<file path="src/rtl/accumulator_arbiter.sv">
// Round-robin owner of a shared accumulator.
// Each grant is one job: clear the accumulator, stream the owner's summands into it,
// then hold the final sum (tagged with owner ID, overflow and abort flags) until it is taken.
module accumulator_arbiter #(
  parameter int N_REQ      = 4,
  parameter int DATA_WIDTH = 8,
  parameter int ID_WIDTH   = 2,
  parameter int TIMEOUT    = 15
) (
  input  logic                        i_CLK,
  input  logic                        i_RESET,
  input  logic [N_REQ-1:0]            i_REQ,
  input  logic [N_REQ-1:0]            i_VALID,
  input  logic [N_REQ-1:0]            i_LAST,
  input  logic [N_REQ*DATA_WIDTH-1:0] i_SUMMAND,
  output logic [N_REQ-1:0]            o_GRANT,
  output logic [N_REQ-1:0]            o_READY,
  output logic                        o_ACC_CLK_ENABLE,
  output logic [DATA_WIDTH-1:0]       o_ACC_SUMMAND,
  output logic                        o_ACC_CLEAR,
  input  logic [DATA_WIDTH-1:0]       i_ACC_ACCUMULATION,
  output logic [DATA_WIDTH-1:0]       o_RESULT,
  output logic [ID_WIDTH-1:0]         o_RESULT_ID,
  output logic                        o_RESULT_OVF,
  output logic                        o_RESULT_ABORT,
  output logic                        o_RESULT_VALID,
  input  logic                        i_RESULT_READY
);

  localparam int CNT_WIDTH = $clog2(TIMEOUT + 1);

  typedef enum logic [2:0] {
    ST_IDLE   = 3'd0,
    ST_CLEAR  = 3'd1,
    ST_STREAM = 3'd2,
    ST_SETTLE = 3'd3,
    ST_RESULT = 3'd4
  } state_t;

  // Carry out of an unsigned add at DATA_WIDTH+1 bits: the accumulator wraps on this beat.
  function automatic logic carry_out(input logic [DATA_WIDTH-1:0] a,
                                     input logic [DATA_WIDTH-1:0] b);
    logic [DATA_WIDTH:0] sum;
    sum = {1'b0, a} + {1'b0, b};
    return sum[DATA_WIDTH];
  endfunction

  // Reduce an index in [0, 2*N_REQ) back into [0, N_REQ).
  function automatic logic [ID_WIDTH-1:0] wrap_index(input logic [ID_WIDTH:0] v);
    logic [ID_WIDTH:0] w;
    if (v >= (ID_WIDTH+1)'(N_REQ)) begin
      w = v - (ID_WIDTH+1)'(N_REQ);
    end else begin
      w = v;
    end
    return w[ID_WIDTH-1:0];
  endfunction

  state_t                  state_r;
  state_t                  state_next_s;
  logic [N_REQ-1:0]        grant_r;
  logic [ID_WIDTH-1:0]     owner_r;
  logic [ID_WIDTH-1:0]     ptr_r;
  logic [CNT_WIDTH-1:0]    idle_cnt_r;
  logic                    ovf_r;
  logic                    abort_r;
  logic [DATA_WIDTH-1:0]   result_r;
  logic [ID_WIDTH-1:0]     result_id_r;
  logic                    result_ovf_r;
  logic                    result_abort_r;
  logic                    result_valid_r;

  logic [N_REQ-1:0]        req_rot_s;
  logic                    pick_found_s;
  logic [ID_WIDTH-1:0]     pick_idx_s;
  logic [N_REQ-1:0]        pick_onehot_s;
  logic [ID_WIDTH-1:0]     ptr_next_s;
  logic [N_REQ-1:0]        ready_s;
  logic [DATA_WIDTH-1:0]   summand_mux_s;
  logic                    accept_s;
  logic                    last_beat_s;
  logic                    timeout_hit_s;

  // Round-robin pick: rotate requests so bit i is requester (ptr+i) mod N, take the lowest set bit.
  always_comb begin
    req_rot_s     = N_REQ'({i_REQ, i_REQ} >> ptr_r);
    pick_found_s  = 1'b0;
    pick_idx_s    = {ID_WIDTH{1'b0}};
    for (int i = 0; i < N_REQ; i++) begin
      if (!pick_found_s && req_rot_s[i]) begin
        pick_found_s = 1'b1;
        pick_idx_s   = wrap_index({1'b0, ptr_r} + (ID_WIDTH+1)'(i));
      end else begin
        pick_found_s = pick_found_s;
      end
    end
    pick_onehot_s = {{(N_REQ-1){1'b0}}, 1'b1} << pick_idx_s;
    ptr_next_s    = wrap_index({1'b0, owner_r} + {{ID_WIDTH{1'b0}}, 1'b1});
  end

  // Beat path: ready only while streaming, summand muxed by the one-hot grant (zero when idle).
  always_comb begin
    summand_mux_s = {DATA_WIDTH{1'b0}};
    if (state_r == ST_STREAM) begin
      ready_s = grant_r;
    end else begin
      ready_s = {N_REQ{1'b0}};
    end
    for (int k = 0; k < N_REQ; k++) begin
      summand_mux_s = summand_mux_s |
                      (i_SUMMAND[k*DATA_WIDTH +: DATA_WIDTH] & {DATA_WIDTH{grant_r[k]}});
    end
    accept_s      = |(ready_s & i_VALID);
    last_beat_s   = |(ready_s & i_VALID & i_LAST);
    timeout_hit_s = (idle_cnt_r == CNT_WIDTH'(TIMEOUT - 1));
  end

  // FSM state register.
  always_ff @(posedge i_CLK) begin
    if (!i_RESET) begin
      state_r <= ST_IDLE;
    end else begin
      state_r <= state_next_s;
    end
  end

  // FSM next-state: one job per grant, arbitration only from IDLE.
  always_comb begin
    state_next_s = state_r;
    case (state_r)
      ST_IDLE: begin
        if (pick_found_s) begin
          state_next_s = ST_CLEAR;
        end else begin
          state_next_s = ST_IDLE;
        end
      end
      ST_CLEAR: begin
        state_next_s = ST_STREAM;
      end
      ST_STREAM: begin
        if (accept_s) begin
          if (last_beat_s) begin
            state_next_s = ST_SETTLE;
          end else begin
            state_next_s = ST_STREAM;
          end
        end else if (timeout_hit_s) begin
          state_next_s = ST_SETTLE;
        end else begin
          state_next_s = ST_STREAM;
        end
      end
      ST_SETTLE: begin
        state_next_s = ST_RESULT;
      end
      ST_RESULT: begin
        if (i_RESULT_READY) begin
          state_next_s = ST_IDLE;
        end else begin
          state_next_s = ST_RESULT;
        end
      end
      default: begin
        state_next_s = ST_IDLE;
      end
    endcase
  end

  // FSM outputs to the requesters and the accumulator; clear is forced while in reset.
  always_comb begin
    o_READY          = ready_s;
    o_ACC_CLK_ENABLE = accept_s;
    o_ACC_SUMMAND    = summand_mux_s;
    if (!i_RESET) begin
      o_ACC_CLEAR = 1'b1;
    end else if (state_r == ST_CLEAR) begin
      o_ACC_CLEAR = 1'b1;
    end else begin
      o_ACC_CLEAR = 1'b0;
    end
  end

  // Job bookkeeping: grant/owner, sticky overflow, idle timeout, result capture and handoff.
  always_ff @(posedge i_CLK) begin
    if (!i_RESET) begin
      grant_r        <= {N_REQ{1'b0}};
      owner_r        <= {ID_WIDTH{1'b0}};
      ptr_r          <= {ID_WIDTH{1'b0}};
      idle_cnt_r     <= {CNT_WIDTH{1'b0}};
      ovf_r          <= 1'b0;
      abort_r        <= 1'b0;
      result_r       <= {DATA_WIDTH{1'b0}};
      result_id_r    <= {ID_WIDTH{1'b0}};
      result_ovf_r   <= 1'b0;
      result_abort_r <= 1'b0;
      result_valid_r <= 1'b0;
    end else begin
      case (state_r)
        ST_IDLE: begin
          if (pick_found_s) begin
            grant_r <= pick_onehot_s;
            owner_r <= pick_idx_s;
          end
        end
        ST_CLEAR: begin
          ovf_r      <= 1'b0;
          abort_r    <= 1'b0;
          idle_cnt_r <= {CNT_WIDTH{1'b0}};
        end
        ST_STREAM: begin
          if (accept_s) begin
            ovf_r      <= ovf_r | carry_out(i_ACC_ACCUMULATION, summand_mux_s);
            idle_cnt_r <= {CNT_WIDTH{1'b0}};
          end else if (timeout_hit_s) begin
            abort_r <= 1'b1;
          end else begin
            idle_cnt_r <= idle_cnt_r + CNT_WIDTH'(1);
          end
        end
        ST_SETTLE: begin
          result_r       <= i_ACC_ACCUMULATION;
          result_id_r    <= owner_r;
          result_ovf_r   <= ovf_r;
          result_abort_r <= abort_r;
          result_valid_r <= 1'b1;
        end
        ST_RESULT: begin
          if (i_RESULT_READY) begin
            result_valid_r <= 1'b0;
            grant_r        <= {N_REQ{1'b0}};
            ptr_r          <= ptr_next_s;
          end
        end
        default: begin
          grant_r <= {N_REQ{1'b0}};
        end
      endcase
    end
  end

  assign o_GRANT        = grant_r;
  assign o_RESULT       = result_r;
  assign o_RESULT_ID    = result_id_r;
  assign o_RESULT_OVF   = result_ovf_r;
  assign o_RESULT_ABORT = result_abort_r;
  assign o_RESULT_VALID = result_valid_r;

endmodule

</file>
<file path="config.mk">
export PLATFORM = sky130hd
export DESIGN_NAME = accumulator_arbiter
export DESIGN_NICKNAME = d
export VERILOG_FILES = /design/src/rtl/accumulator_arbiter.sv
export SDC_FILE = /design/constraint.sdc
export NUM_CORES = 1
export LEC_CHECK = 0
export ABC_AREA = 1
export BUFFER_PORTS_ARGS = -buffer_cell sky130_fd_sc_hd__buf_4
export CORE_ASPECT_RATIO = 0.5
export CORE_MARGIN = 4
export CORE_UTILIZATION = 30
export DETAILED_ROUTE_END_ITERATION = 7
export PLACE_DENSITY_LB_ADDON = 0.25
export RECOVER_POWER = 100
export SYNTH_ARGS = -nofsm -noshare
export SYNTH_HDL_FRONTEND = slang
export SYNTH_SLANG_ARGS = --single-unit
</file>
<file path="constraint.sdc">
create_clock -name i_CLK -period 1.9 [get_ports i_CLK]
set_input_delay 0.38 -clock i_CLK [delete_from_list [all_inputs] [get_ports i_CLK]]
set_output_delay 0.38 -clock i_CLK [all_outputs]
set_load 0.005 [all_outputs]
</file>
# --- Yosys cells after proc, flatten, opt, wreduce, memory -nomap -nowiden ---
# Index checks and enable logic that the tools add are counted.
word_totals:
  register_bits: 30
  latch_bits: 0
  mem_bits_rw: 0
  rom_bits: 0
  in_bits: 55
  output_inout_bits: 31
  wordCells: 106
  memories: 0
op_classes:
  addsub: 11
  multipliers: 0
  div_mod_pow: 0
  order_cmp: 5
  n_eq_ne: 11
  shifts: 2
  mux: 35
  bitwise_logic: 11
  reduce_logical: 19
ops:
  columns: ["op", "count"]
  rows:
  - ["$and A8 B8 Y8", 4]
  - ["$or A8 B8 Y8", 3]
  - ["$mux W4", 5]
  - ["$mux W2", 9]
  - ["$pmux W3 S5", 1]
  - ["$mux W1", 13]
  - ["$ge A3 B3 Y1 const B", 4]
  - ["$pmux W4 S3", 1]
  - ["$ne A2 B2 Y1 const B", 5]
  - ["$reduce_and A2 Y1", 5]
  - ["$sub A2 B1 Y2 const B", 5]
  - ["$add A8 B8 Y9", 1]
  - ["$and A4 B4 Y4", 2]
  - ["$pmux W4 S2", 1]
  - ["$reduce_or A4 Y1", 2]
  - ["$shr A8 B2 Y4", 1]
  - ["$add A2 B1 Y3 const B", 2]
  - ["$add A2 B2 Y3 const B", 2]
  - ["$eq A3 B2 Y1 const B", 2]
  - ["$mux W3", 2]
  - ["$pmux W1 S2", 3]
  - ["$reduce_and A3 Y1", 2]
  - ["$add A4 B1 Y4 const B", 1]
  - ["$eq A4 B4 Y1 const B", 1]
  - ["other kinds (12)", 17]

# --- Depth between registers and ports, before layout ---
# Gate-level depths: netlist of run 1.
logic_depth:
  depth_word: 14
  ltp_mapped: 13
  ltp_nobuf: 12

# --- Worst setup path after synthesis of run 1 ---
# OpenSTA, ideal clock, no wires.
synth_timing:
  kind: "reg-to-reg"
  startpoint: "reg grant_r[2] (netlist: o_GRANT[2])"
  endpoint: "reg ovf_r"
  t_arrival_ns: 1.450
  slack_ns: 0.334
  stages_incl_launch_ff: 11
  path_buffers: 1
  period_less_slack_ns: 1.566
  path_cell_list: "dfxtp_1 > buf_2 > nand2_1 > nand4_1 > ha_1 > a21oi_1 > nor2_1 > a211oi_1 > nand2_1 > nand2_1 > a21oi_1"
synth_between:
  elab_chain_cells: 7
synth_lines:
  columns: ["item", "line", "text"]
  rows:
  - ["start: declaration", "61", "logic [N_REQ-1:0] grant_r;"]
  - ["start signal: assignment", "187", "grant_r <= {N_REQ{1'b0}};"]
  - ["start signal: assignment", "202", "grant_r <= pick_onehot_s;"]
  - ["start signal: assignment", "231", "grant_r <= {N_REQ{1'b0}};"]
  - ["$and A8 B8 Y8", "111", "(i_SUMMAND[k*DATA_WIDTH +: DATA_WIDTH] & {DATA_WIDTH{grant_r[k]}});"]
  - ["$or A8 B8 Y8 (2 in series)", "110", "summand_mux_s = summand_mux_s |"]
  - ["named net o_ACC_SUMMAND[5]", "19", "output logic [DATA_WIDTH-1:0] o_ACC_SUMMAND,"]
  - ["$add A8 B8 Y9", "44", "sum = {1'b0, a} + {1'b0, b};"]
  - ["$or A1 B1 Y1", "213", "ovf_r <= ovf_r | carry_out(i_ACC_ACCUMULATION, summand_mux_s);"]
  - ["$mux W1", "212", "if (accept_s) begin"]
  - ["$pmux W1 S2", "199", "case (state_r)"]
  - ["end signal: assignment", "213", null]
  - ["end: declaration", "65", "logic ovf_r;"]
# The timed path passes the listed nets, and every way through them passes these cells. The select of a mux whose other input is x is not followed.
# A chain may end at the register's enable or synchronous reset.

# --- Worst setup path after layout of run 1 ---
layout_timing:
  startpoint: "reg state_r[0]"
  endpoint: "out o_ACC_CLK_ENABLE"
layout_between:
  elab_chain_cells: 4
layout_lines:
  columns: ["item", "line", "text"]
  rows:
  - ["start: declaration", "59", "state_t state_r;"]
  - ["start signal: assignment", "123", "state_r <= state_next_s;"]
  - ["$eq A3 B2 Y1", "104", "if (state_r == ST_STREAM) begin"]
  - ["$mux W4", "104", null]
  - ["$and A4 B4 Y4", "113", "accept_s = |(ready_s & i_VALID);"]
  - ["$reduce_or A4 Y1", "113", null]
  - ["end: declaration", "18", "output logic o_ACC_CLK_ENABLE,"]
# Every way passes these cells.

==> results of run 1 <==
flip-flops by register name, indices dropped and copies added (netlist names):
name and cells:
abort_r 1, idle_cnt_r 4, o_GRANT 4, o_RESULT 8
o_RESULT_ABORT 1, o_RESULT_ID 2, o_RESULT_OVF 1, o_RESULT_VALID 1
ovf_r 1, owner_r 2, ptr_r 2, state_r 3
worst min path at each step:
stage               depth (start not counted)                     endpoint  slack (ns)                   startpoint
floorplan                                   2    o_RESULT_OVF$_SDFFE_PN0P_        0.43           ovf_r$_SDFFE_PN0P_
global placement                            2  o_RESULT_VALID$_SDFFE_PN0P_        0.46  o_RESULT_VALID$_SDFFE_PN0P_
detailed placement                          2         abort_r$_SDFFE_PN0P_        0.47         abort_r$_SDFFE_PN0P_
CTS                                         3     o_RESULT[0]$_SDFFE_PN0P_        0.35        i_ACC_ACCUMULATION[0]
global route                                3     o_RESULT[3]$_SDFFE_PN0P_        0.35        i_ACC_ACCUMULATION[3]
finish                                      3     o_RESULT[3]$_SDFFE_PN0P_        0.35        i_ACC_ACCUMULATION[3]
stage by stage:
stage	utilization (%)	power (mW)
floorplan	-	1.08
global placement	43.1	1.35
detailed placement	43.1	1.37
CTS	45.6	2.16
global route	45.3	2.26
finish	45.3	2.13
area by class of cell:
| type | count | area (um^2) | share of cell area [%] |
|---|---|---|---|
| inverter | 33 | 126 | 4.60 |
| tap | 88 | 110 | 4.01 |
| multi-input combinational | 225 | 1100 | 40.0 |
| sequential | 30 | 607 | 22.1 |
| timing repair buffer | 90 | 657 | 23.9 |
| clock buffer | 7 | 143 | 5.20 |
| clock inverter | 1 | 5.00 | 0.182 |
placed cells by master (no fill, tap or decap), types with 5 or more instances in the layout:
cell,n
nand2_1,87
buf_4,64
nor2_1,39
inv_1,28
dfxtp_1,25
nand3_1,21
a21oi_1,21
clkbuf_4,21
o21ai_0,18
nand4_1,12
ha_1,9
clkbuf_1,6
clkbuf_16,5
dfxtp_2,5
layer usage:
| layer | track usage [%] | vias to the layer above | share of wire, % |
|---|---|---|---|
| li1 | - | 1138 | - |
| met1 | 20.1 | 1020 | 45 |
| met2 | 26.8 | 53 | 49 |
| met3 | 3.80 | 8 | 4.9 |
| met4 | 3.28 | 0 | 1.1 |
| met5 | 0 | - | 0 |
power by group through the flow:
stage / Sequential, mW / Combinational, mW / Clock, mW
5_1_grt: 0.765 / 0.672 / 0.828
6_report: 0.756 / 0.589 / 0.783
3_5_place_dp: 0.766 / 0.601 / 0
4_1_cts: 0.754 / 0.606 / 0.802
2_1_floorplan: 0.736 / 0.343 / 0
3_3_place_gp: 0.765 / 0.589 / 0
cell families (layout without fill, tap and decap cells):
kind of cell	Yosys count	in the layout	synth area share [%]
fa+ha+maj	9	9	6.00
simple gates	172	172	40.7
buf+inv	42	131	9.06
flops	30	30	32.0
compound gates	42	42	11.3
xor+xnor	2	2	0.933
what timing repair did:
| item | 4_1_cts | 5_1_grt |
|---|---|---|
| buffers inserted | 0 | 1 |
| setup endpoints to repair | 1 | 6 |
| pin swaps | 0 | 1 |
| hold buffers | 0 | 0 |
| gates resized for setup | 1 | 5 |
| cloned | 0 | 0 |
tightest hold or removal path, delay by kind of cell:
kind | cells | cell delay [ns]
buf+inv | 1 | 0.09
simple gates | 2 | 0.12
==> flow_summary.yaml, run 1 <==
clock_tree:
  clockBufferDepth: 2
  clkSinkCount: 30
  htreeDepth: 2
  cts-root-buf: "clkbuf_16"
  clock_latency_ns: 0.27
  cts_buffers: 5
  path_clk_slew_ns: 0.05
  cts_tree: "yes"
final_layout:
  nNetsFinal: 449
  design_area_um2: 2750
  area_growth_pct: 46.2
  drive_above_1_share_pct: 28.5
  final_cells: 474
  antenna_cells: 0
  fillers: 636
setup_path:
  crit_chain: "inv_1 > nand3_4 > nor2_2 > nand2_1 > nand2_2 > nor2_4 > inv_1 > buf_4"
  r2r-start: "o_GRANT[2]$_SDFFE_PN0P_"
  cp_top_family: "simple AND/OR/NAND/NOR gates"
  rr_worst_depth: 12
  slowest_delay_ns: 0.32
  timing_worst_setup_path_type: "reg -> out"
  worstPathArrival_ns: 1.40
  r2r_end: "ovf_r$_SDFFE_PN0P_"
  r2r_slack_ns: 0.22
  worstSetupStartpoint: "state_r[0]$_SDFF_PN0_"
  cp-start-kind: "flop"
  cp_num_cells: 8
  critical_path.slowest_cell: "dfxtp_1"
  required_ns: 1.52
  path_buf_inv: 3
  crit_top_cell: "inv_1"
  critPathMaxFanout: 7
  crit_path_end: "o_ACC_CLK_ENABLE"
  endpoint_kind: "output pin"
power_and_ir_drop:
  ir_worst_vdd_mv: 0.401
  p_per_area_nw_per_um2: 775
  internal_power_mw: 1.48
  p_seq_share_pct: 35.5
  p_clk_share_pct: 36.8
  switching_share_pct: 30.4
  combPwrFrac_pct: 27.7
  power.switching_uw: 647
  p_leak_nw: 1.38
placed_design:
  hpwl_um: 4730
  post-place-ws_ns: 0.159
  gp_congestion: 0.835
  placed_cell_area_um2: 2610
  portBuffers: 85
  placed_cells: 465
sta:
  worst_pin_slew_ns: 0.669
  drv_slew: 0
  finalSetupViolations: 0
  hold_viol_final: 0
  fin_hold_ws_ns: 0.346
  fin_crit_sh_pct: 93.6
  skew_ns: 0.00398
  worst_slack_ns: 0.121
  finalSetupTns_ns: 0
  max_slew_margin_pct: 55.4
  min_period_ns: 1.78
  rsz0062_at_grt: "false"
  fmax_ghz: 0.562
global_routing:
  grt_max_degree: 19
  grt_usage_pct: 15.6
  grt_pass1_vias: 2135
  grt_pass1_wl_um: 9850
  antenna_found_initial: 0
  grt-ovfl-total: 0
floorplanning:
  core_area_um2: 6060
  die_w_um: 120
  rows: 20
  ioPinCount: 86
  dieHeight_um: 63.9
  start_util_pct: 31.0
  die_area_um2: 7670
synth:
  synth_top_area_share_pct: 32.0
  synth_top_area_cell: "dfxtp_1"
  synth_fp_nets: 361
  async_reset_ff_share_pct: 0
  synth_most_common_cell: "nand2_1"
  ys.flop_type: "dfxtp_1"
  synthCells: 297
  synth_cell_type_count: 28
  synth_edf_count: 0
  ys_seq_elements: 30
  ys_warn_count: 0
  synthTopCellsByCount: "nand2_1 (86), nor2_1 (38), dfxtp_1 (30)"
  synth_area_per_cell_um2: 6.32
  seq_area_frac_synth_pct: 32.0
  syn-cell-area_um2: 1880
  netlist_top_cells_area: "dfxtp_1 (32%), nand2_1 (17%), nor2_1 (7.6%), ha_1 (6.0%), a21oi_1 (5.6%)"
drt:
  drc: 0
  postRouteAntennaNets: 0
  drt_iter0_markers: 158
  avgViaCountPerCell: 4.68
  vias: 2219
  first_pass_iters: 4
  wirelength_um: 6030
  wire_per_inst_um: 12.7
worst_hold_path:
  hp-class: "in -> reg"
run:
  max_cap_violations: 0
run_status:
  outcome: "complete, no violations"
(Power assumes the default switching activity.)
==> inputs of run 2 (changes only) <==
==> constraint.sdc (replaced) <==
create_clock -name i_CLK -period 1.9 [get_ports i_CLK]
set_input_delay 0.38 -clock i_CLK [delete_from_list [all_inputs] [get_ports i_CLK]]
set_output_delay 0.38 -clock i_CLK [all_outputs]
set_load 0.1 [all_outputs]
==> run 2 against run 1 <==
  * Worst hold slack barely moved
  * Sequential power rose by 0.5%
  * First-iteration DRC count fell by 56%
  * Clock power fell by 5.2%
  * Utilization rose by 0.062 points
  * Combinational power rose by 80%
  * Cell count rose by 0.21%
  * Sequential share of layout area rose by 0.33 points
  * Register-to-register slack got worse by 0.06 ns
  * Critical path type unchanged
  * Critical endpoint unchanged
  * Largest power group is now combinational logic
==> flow_summary.yaml, run 2 (synthesized netlist as in run 1, its figures left out) <==
run_status:
  outcome: "complete, no violations"
power_and_ir_drop:
  ir_worst_vdd_mv: 0.422
  p_per_area_nw_per_um2: 934
  p_leak_nw: 1.38
sta:
  max_slew_margin_pct: 59.6
  skew_ns: 0.00313
  fin_crit_sh_pct: 94.8
  min_period_ns: 1.80
  finalSetupViolations: 0
  hold_viol_final: 0
  finalSetupTns_ns: 0
  worst_slack_ns: 0.0987
  worst_pin_slew_ns: 0.606
  fmax_ghz: 0.555
  drv_slew: 0
  fin_hold_ws_ns: 0.346
floorplanning:
  die_area_um2: 7670
  die_w_um: 120
  ioPinCount: 86
  dieHeight_um: 63.9
  core_area_um2: 6060
  rows: 20
  start_util_pct: 31.0
setup_path:
  crit_top_cell: "nor2_4"
  required_ns: 1.52
  rr_worst_depth: 10
  worstPathArrival_ns: 1.42
  worstSetupStartpoint: "state_r[2]$_SDFF_PN0_"
  critical_path.slowest_cell: "dfxtp_2"
  r2r_slack_ns: 0.16
  endpoint_kind: "output pin"
  crit_path_end: "o_ACC_CLK_ENABLE"
  r2r_end: "o_GRANT[3]$_SDFFE_PN0P_"
  path_buf_inv: 3
  slowest_delay_ns: 0.34
  cp_top_family: "simple AND/OR/NAND/NOR gates"
  cp-start-kind: "flop"
  r2r-start: "ptr_r[0]$_SDFFE_PN0P_"
  timing_worst_setup_path_type: "reg -> out"
  cp_num_cells: 8
  critPathMaxFanout: 6
  crit_chain: "inv_2 > nand3_4 > nor2_4 > nand2_1 > nand2_2 > nor2_4 > inv_1 > buf_12"
final_layout:
  largest_register_ffs: 8
  nNetsFinal: 450
  fillers: 616
  final_common_cell: "nand2_1"
  drive_above_1_share_pct: 31.0
  final_cells: 475
  area_growth_pct: 46.4
  final_cell_mix: "nand2_1 (82), buf_4 (58), nor2_1 (36)"
  antenna_cells: 0
  fin_util_pct: 45.4
clock_tree:
  clockBufferDepth: 2
  clkSinkCount: 30
  htreeDepth: 2
  path_clk_slew_ns: 0.05
  cts-root-buf: "clkbuf_16"
  cts_tree: "yes"
  cts_buffers: 5
  cts_hold_buf: 0
  clock_latency_ns: 0.27
drt:
  postRouteAntennaNets: 0
  avgViaCountPerCell: 4.54
  first_pass_iters: 4
  wirelength_um: 5720
  vias: 2158
  drt_iter0_markers: 70
  wire_per_inst_um: 12.0
  drc: 0
placed_design:
  placed_cells: 462
  portBuffers: 85
  gp_congestion: 0.831
  hpwl_um: 4460
  post-place-ws_ns: 0.185
global_routing:
  grt-ovfl-total: 0
  antenna_found_initial: 0
  grt_pass1_wl_um: 9330
  grt_max_degree: 19
  grt_pass1_vias: 2092
  grt_usage_pct: 14.8
worst_hold_path:
  hp-class: "in -> reg"
run:
  max_cap_violations: 0
## run 2: changes by cell type in the layout (fill, tap and decap cells not counted), moves of 5 or more
cell and delta:
clkbuf_2 +22, clkbuf_4 -16, buf_4 -6, nand2_1 -5, nand2_2 +5
## run 2: routing by layer
metal  wire (um)  global-route usage, %  vias to the layer above
met5           0                      0                        -
met4          80                   5.14                        0
met3         339                   3.98                        8
met2        2670                   25.8                       54
met1        2630                   17.8                      954
li1            -                      -                     1142
## run 2: area by class of cell
cell class | count | area, um^2 | share of cell area (%)
clock buffers | 8 | 136 | 4.96
inverters | 33 | 126 | 4.60
multi-input cells | 225 | 1130 | 41.2
flip-flops and latches | 30 | 617 | 22.4
well taps | 88 | 110 | 4.01
repair buffers | 91 | 627 | 22.8
## run 2: through the flow
step           area (um^2)  power (mW)
2_1_floorplan         1950        1.59
3_3_place_gp          2640        1.85
3_5_place_dp          2640        1.86
4_1_cts               2800        2.62
5_1_grt               2750        2.71
6_report              2750        2.57
## run 2: worst min path at each step
| stage | from | to | slack [ns] | depth (start not counted) |
|---|---|---|---|---|
| after floorplan | ovf_r$_SDFFE_PN0P_ | o_RESULT_OVF$_SDFFE_PN0P_ | 0.43 | 2 |
| after CTS | i_ACC_ACCUMULATION[0] | o_RESULT[0]$_SDFFE_PN0P_ | 0.35 | 3 |
| after global placement | ovf_r$_SDFFE_PN0P_ | o_RESULT_OVF$_SDFFE_PN0P_ | 0.46 | 2 |
| after detailed placement | abort_r$_SDFFE_PN0P_ | abort_r$_SDFFE_PN0P_ | 0.47 | 2 |
| after global routing | i_ACC_ACCUMULATION[3] | o_RESULT[3]$_SDFFE_PN0P_ | 0.35 | 3 |
| final | i_ACC_ACCUMULATION[2] | o_RESULT[2]$_SDFFE_PN0P_ | 0.35 | 3 |
## run 2: repair_timing
item	in CTS	in global routing
pin swaps	1	4
buffers inserted	1	4
resized for setup	4	2
setup endpoints to repair	1	1
## run 2: worst register-to-register path: cells and delay by family, from the launching register on
| family | cells | cell delay, ns |
|---|---|---|
| AND/OR/NAND/NOR | 8 | 0.90 |
| flip-flops | 1 | 0.54 |
| AO/OA/AOI/OAI | 1 | 0.12 |
| buffers and inverters | 1 | 0.09 |
## run 2: where the power goes
group,internal (mW),total (mW),switching [mW]
sequential,0.690,0.760,0.0698
clock,0.485,0.742,0.257
combinational,0.264,1.06,0.801
total,1.44,2.57,1.13
==> inputs of run 3 (changes only) <==
CORE_MARGIN = 8   (was 4)
==> run 3 against run 2 <==
  * Clock power grew 19%
  * Utilization grew 0.17 points
  * Count of clock-buffer cells in the layout shrank 3
  * Routed wire length grew 6.5%
  * Sequential power is essentially flat
  * Non-clock buffer count shrank 3
  * Cell count shrank 0.63%
  * First-iteration DRC count grew 67%
  * Combinational power is essentially flat
==> flow_summary.yaml, run 3 (synthesized netlist as in run 1, its figures left out) <==
run_status:
  outcome: "complete, no violations"
clock_tree:
  clock_latency_ns: 0.27
  path_clk_slew_ns: 0.05
  clockBufferDepth: 2
  cts_buffers: 5
  cts_hold_buf: 0
  htreeDepth: 2
  clkSinkCount: 30
  cts-root-buf: "clkbuf_16"
  cts_tree: "yes"
sta:
  hold_viol_final: 0
  fin_hold_ws_ns: 0.349
  drv_slew: 0
  min_period_ns: 1.80
  fin_crit_sh_pct: 94.9
  worst_pin_slew_ns: 0.581
  finalSetupViolations: 0
  rsz0062_at_grt: "false"
  skew_ns: 0.00370
  fmax_ghz: 0.555
  max_slew_margin_pct: 61.3
  finalSetupTns_ns: 0
final_layout:
  fillers: 645
  largest_register_ffs: 8
  drive_above_1_share_pct: 31.8
  area_growth_pct: 46.9
  nNetsFinal: 447
  antenna_cells: 0
  fin_util_pct: 45.6
  final_common_cell: "nand2_1"
  design_area_um2: 2760
  final_cell_mix: "nand2_1 (83), buf_4 (56), nor2_1 (36)"
  final_cells: 472
global_routing:
  antenna_found_initial: 0
  grt_usage_pct: 13.4
  grt_pass1_wl_um: 10100
  grt_pass1_vias: 2168
  grt-ovfl-total: 0
  grt_max_degree: 19
setup_path:
  path_buf_inv: 3
  slowest_delay_ns: 0.34
  cp_top_family: "simple AND/OR/NAND/NOR gates"
  cp-start-kind: "flop"
  critPathMaxFanout: 6
  crit_chain: "inv_2 > nand3_4 > nor2_4 > nand2_1 > nand2_2 > nor2_4 > inv_1 > buf_12"
  worstPathArrival_ns: 1.42
  critical_path.slowest_cell: "dfxtp_2"
  required_ns: 1.52
  timing_worst_setup_path_type: "reg -> out"
  r2r_slack_ns: 0.20
  endpoint_kind: "output pin"
  crit_top_cell: "nor2_4"
placed_design:
  hpwl_um: 4770
  placed_cell_area_um2: 2640
  gp_congestion: 0.852
  portBuffers: 85
  placed_cells: 462
worst_hold_path:
  hp-class: "in -> reg"
drt:
  wire_per_inst_um: 12.9
  avgViaCountPerCell: 4.57
  first_pass_iters: 4
  vias: 2159
  drc: 0
  wirelength_um: 6090
  postRouteAntennaNets: 0
  drt_iter0_markers: 117
power_and_ir_drop:
  p_per_area_nw_per_um2: 978
  p_leak_nw: 1.38
  ir_worst_vdd_mv: 0.373
floorplanning:
  die_w_um: 128
  die_area_um2: 9200
  core_area_um2: 6060
  ioPinCount: 86
  start_util_pct: 31.0
  rows: 20
  dieHeight_um: 71.9
run:
  max_cap_violations: 0
-- run 3: final timing paths --
path | startpoint | end | cells after the start
hold / removal | i_ACC_ACCUMULATION[0] | o_RESULT[0]$_SDFFE_PN0P_ | 3
hold reg to reg | ovf_r$_SDFFE_PN0P_ | o_RESULT_OVF$_SDFFE_PN0P_ | 2
setup / recovery | state_r[2]$_SDFF_PN0_ | o_ACC_CLK_ENABLE | 8
setup reg to reg | ptr_r[0]$_SDFFE_PN0P_ | owner_r[0]$_SDFFE_PN0P_ | 11
-- run 3: area by class of cell --
cell class | count | area [um^2] | area share, %
multi-input combinational | 225 | 1130 | 41.1
sequential | 30 | 619 | 22.4
timing repair buffer | 88 | 603 | 21.9
inverter | 33 | 126 | 4.58
clock buffer | 5 | 125 | 4.54
tap | 88 | 110 | 3.99
clock inverter | 3 | 40.0 | 1.45
-- run 3: where the power goes --
part / total [mW] / switching [mW] / internal [mW]
combinational: 1.05 / 0.798 / 0.254
sequential: 0.760 / 0.0698 / 0.691
clock: 0.885 / 0.273 / 0.612
-- run 3: worst min-delay path: cells and delay by family --
family / cells / cell delay [ns]
buf+inv: 1 / 0.09
simple gates: 2 / 0.12
-- run 3: metrics by stage --
step	total power [mW]	setup WS, ns
2_1_floorplan	1.59	-1.03
3_3_place_gp	1.85	0.240
3_5_place_dp	1.86	0.166
4_1_cts	2.76	0.0205
5_1_grt	2.83	0.00419
6_report	2.70	0.0977
-- run 3: per-layer routing --
metal	vias up	wire length (um)	share of wire [%]	track usage, %
li1	1141	-	-	-
met1	948	2670	44	15.2
met2	61	2900	48	23.7
met3	9	446	7.3	4.17
met4	0	72	1.2	4.05
met5	-	0	0	0
-- run 3: repair_timing --
action,4_1_cts,5_1_grt
gates cloned,0,0
endpoints found under the setup margin,1,3
hold endpoints to repair,0,0
resized for setup,5,3
setup buffers,1,1
pin swaps,1,4
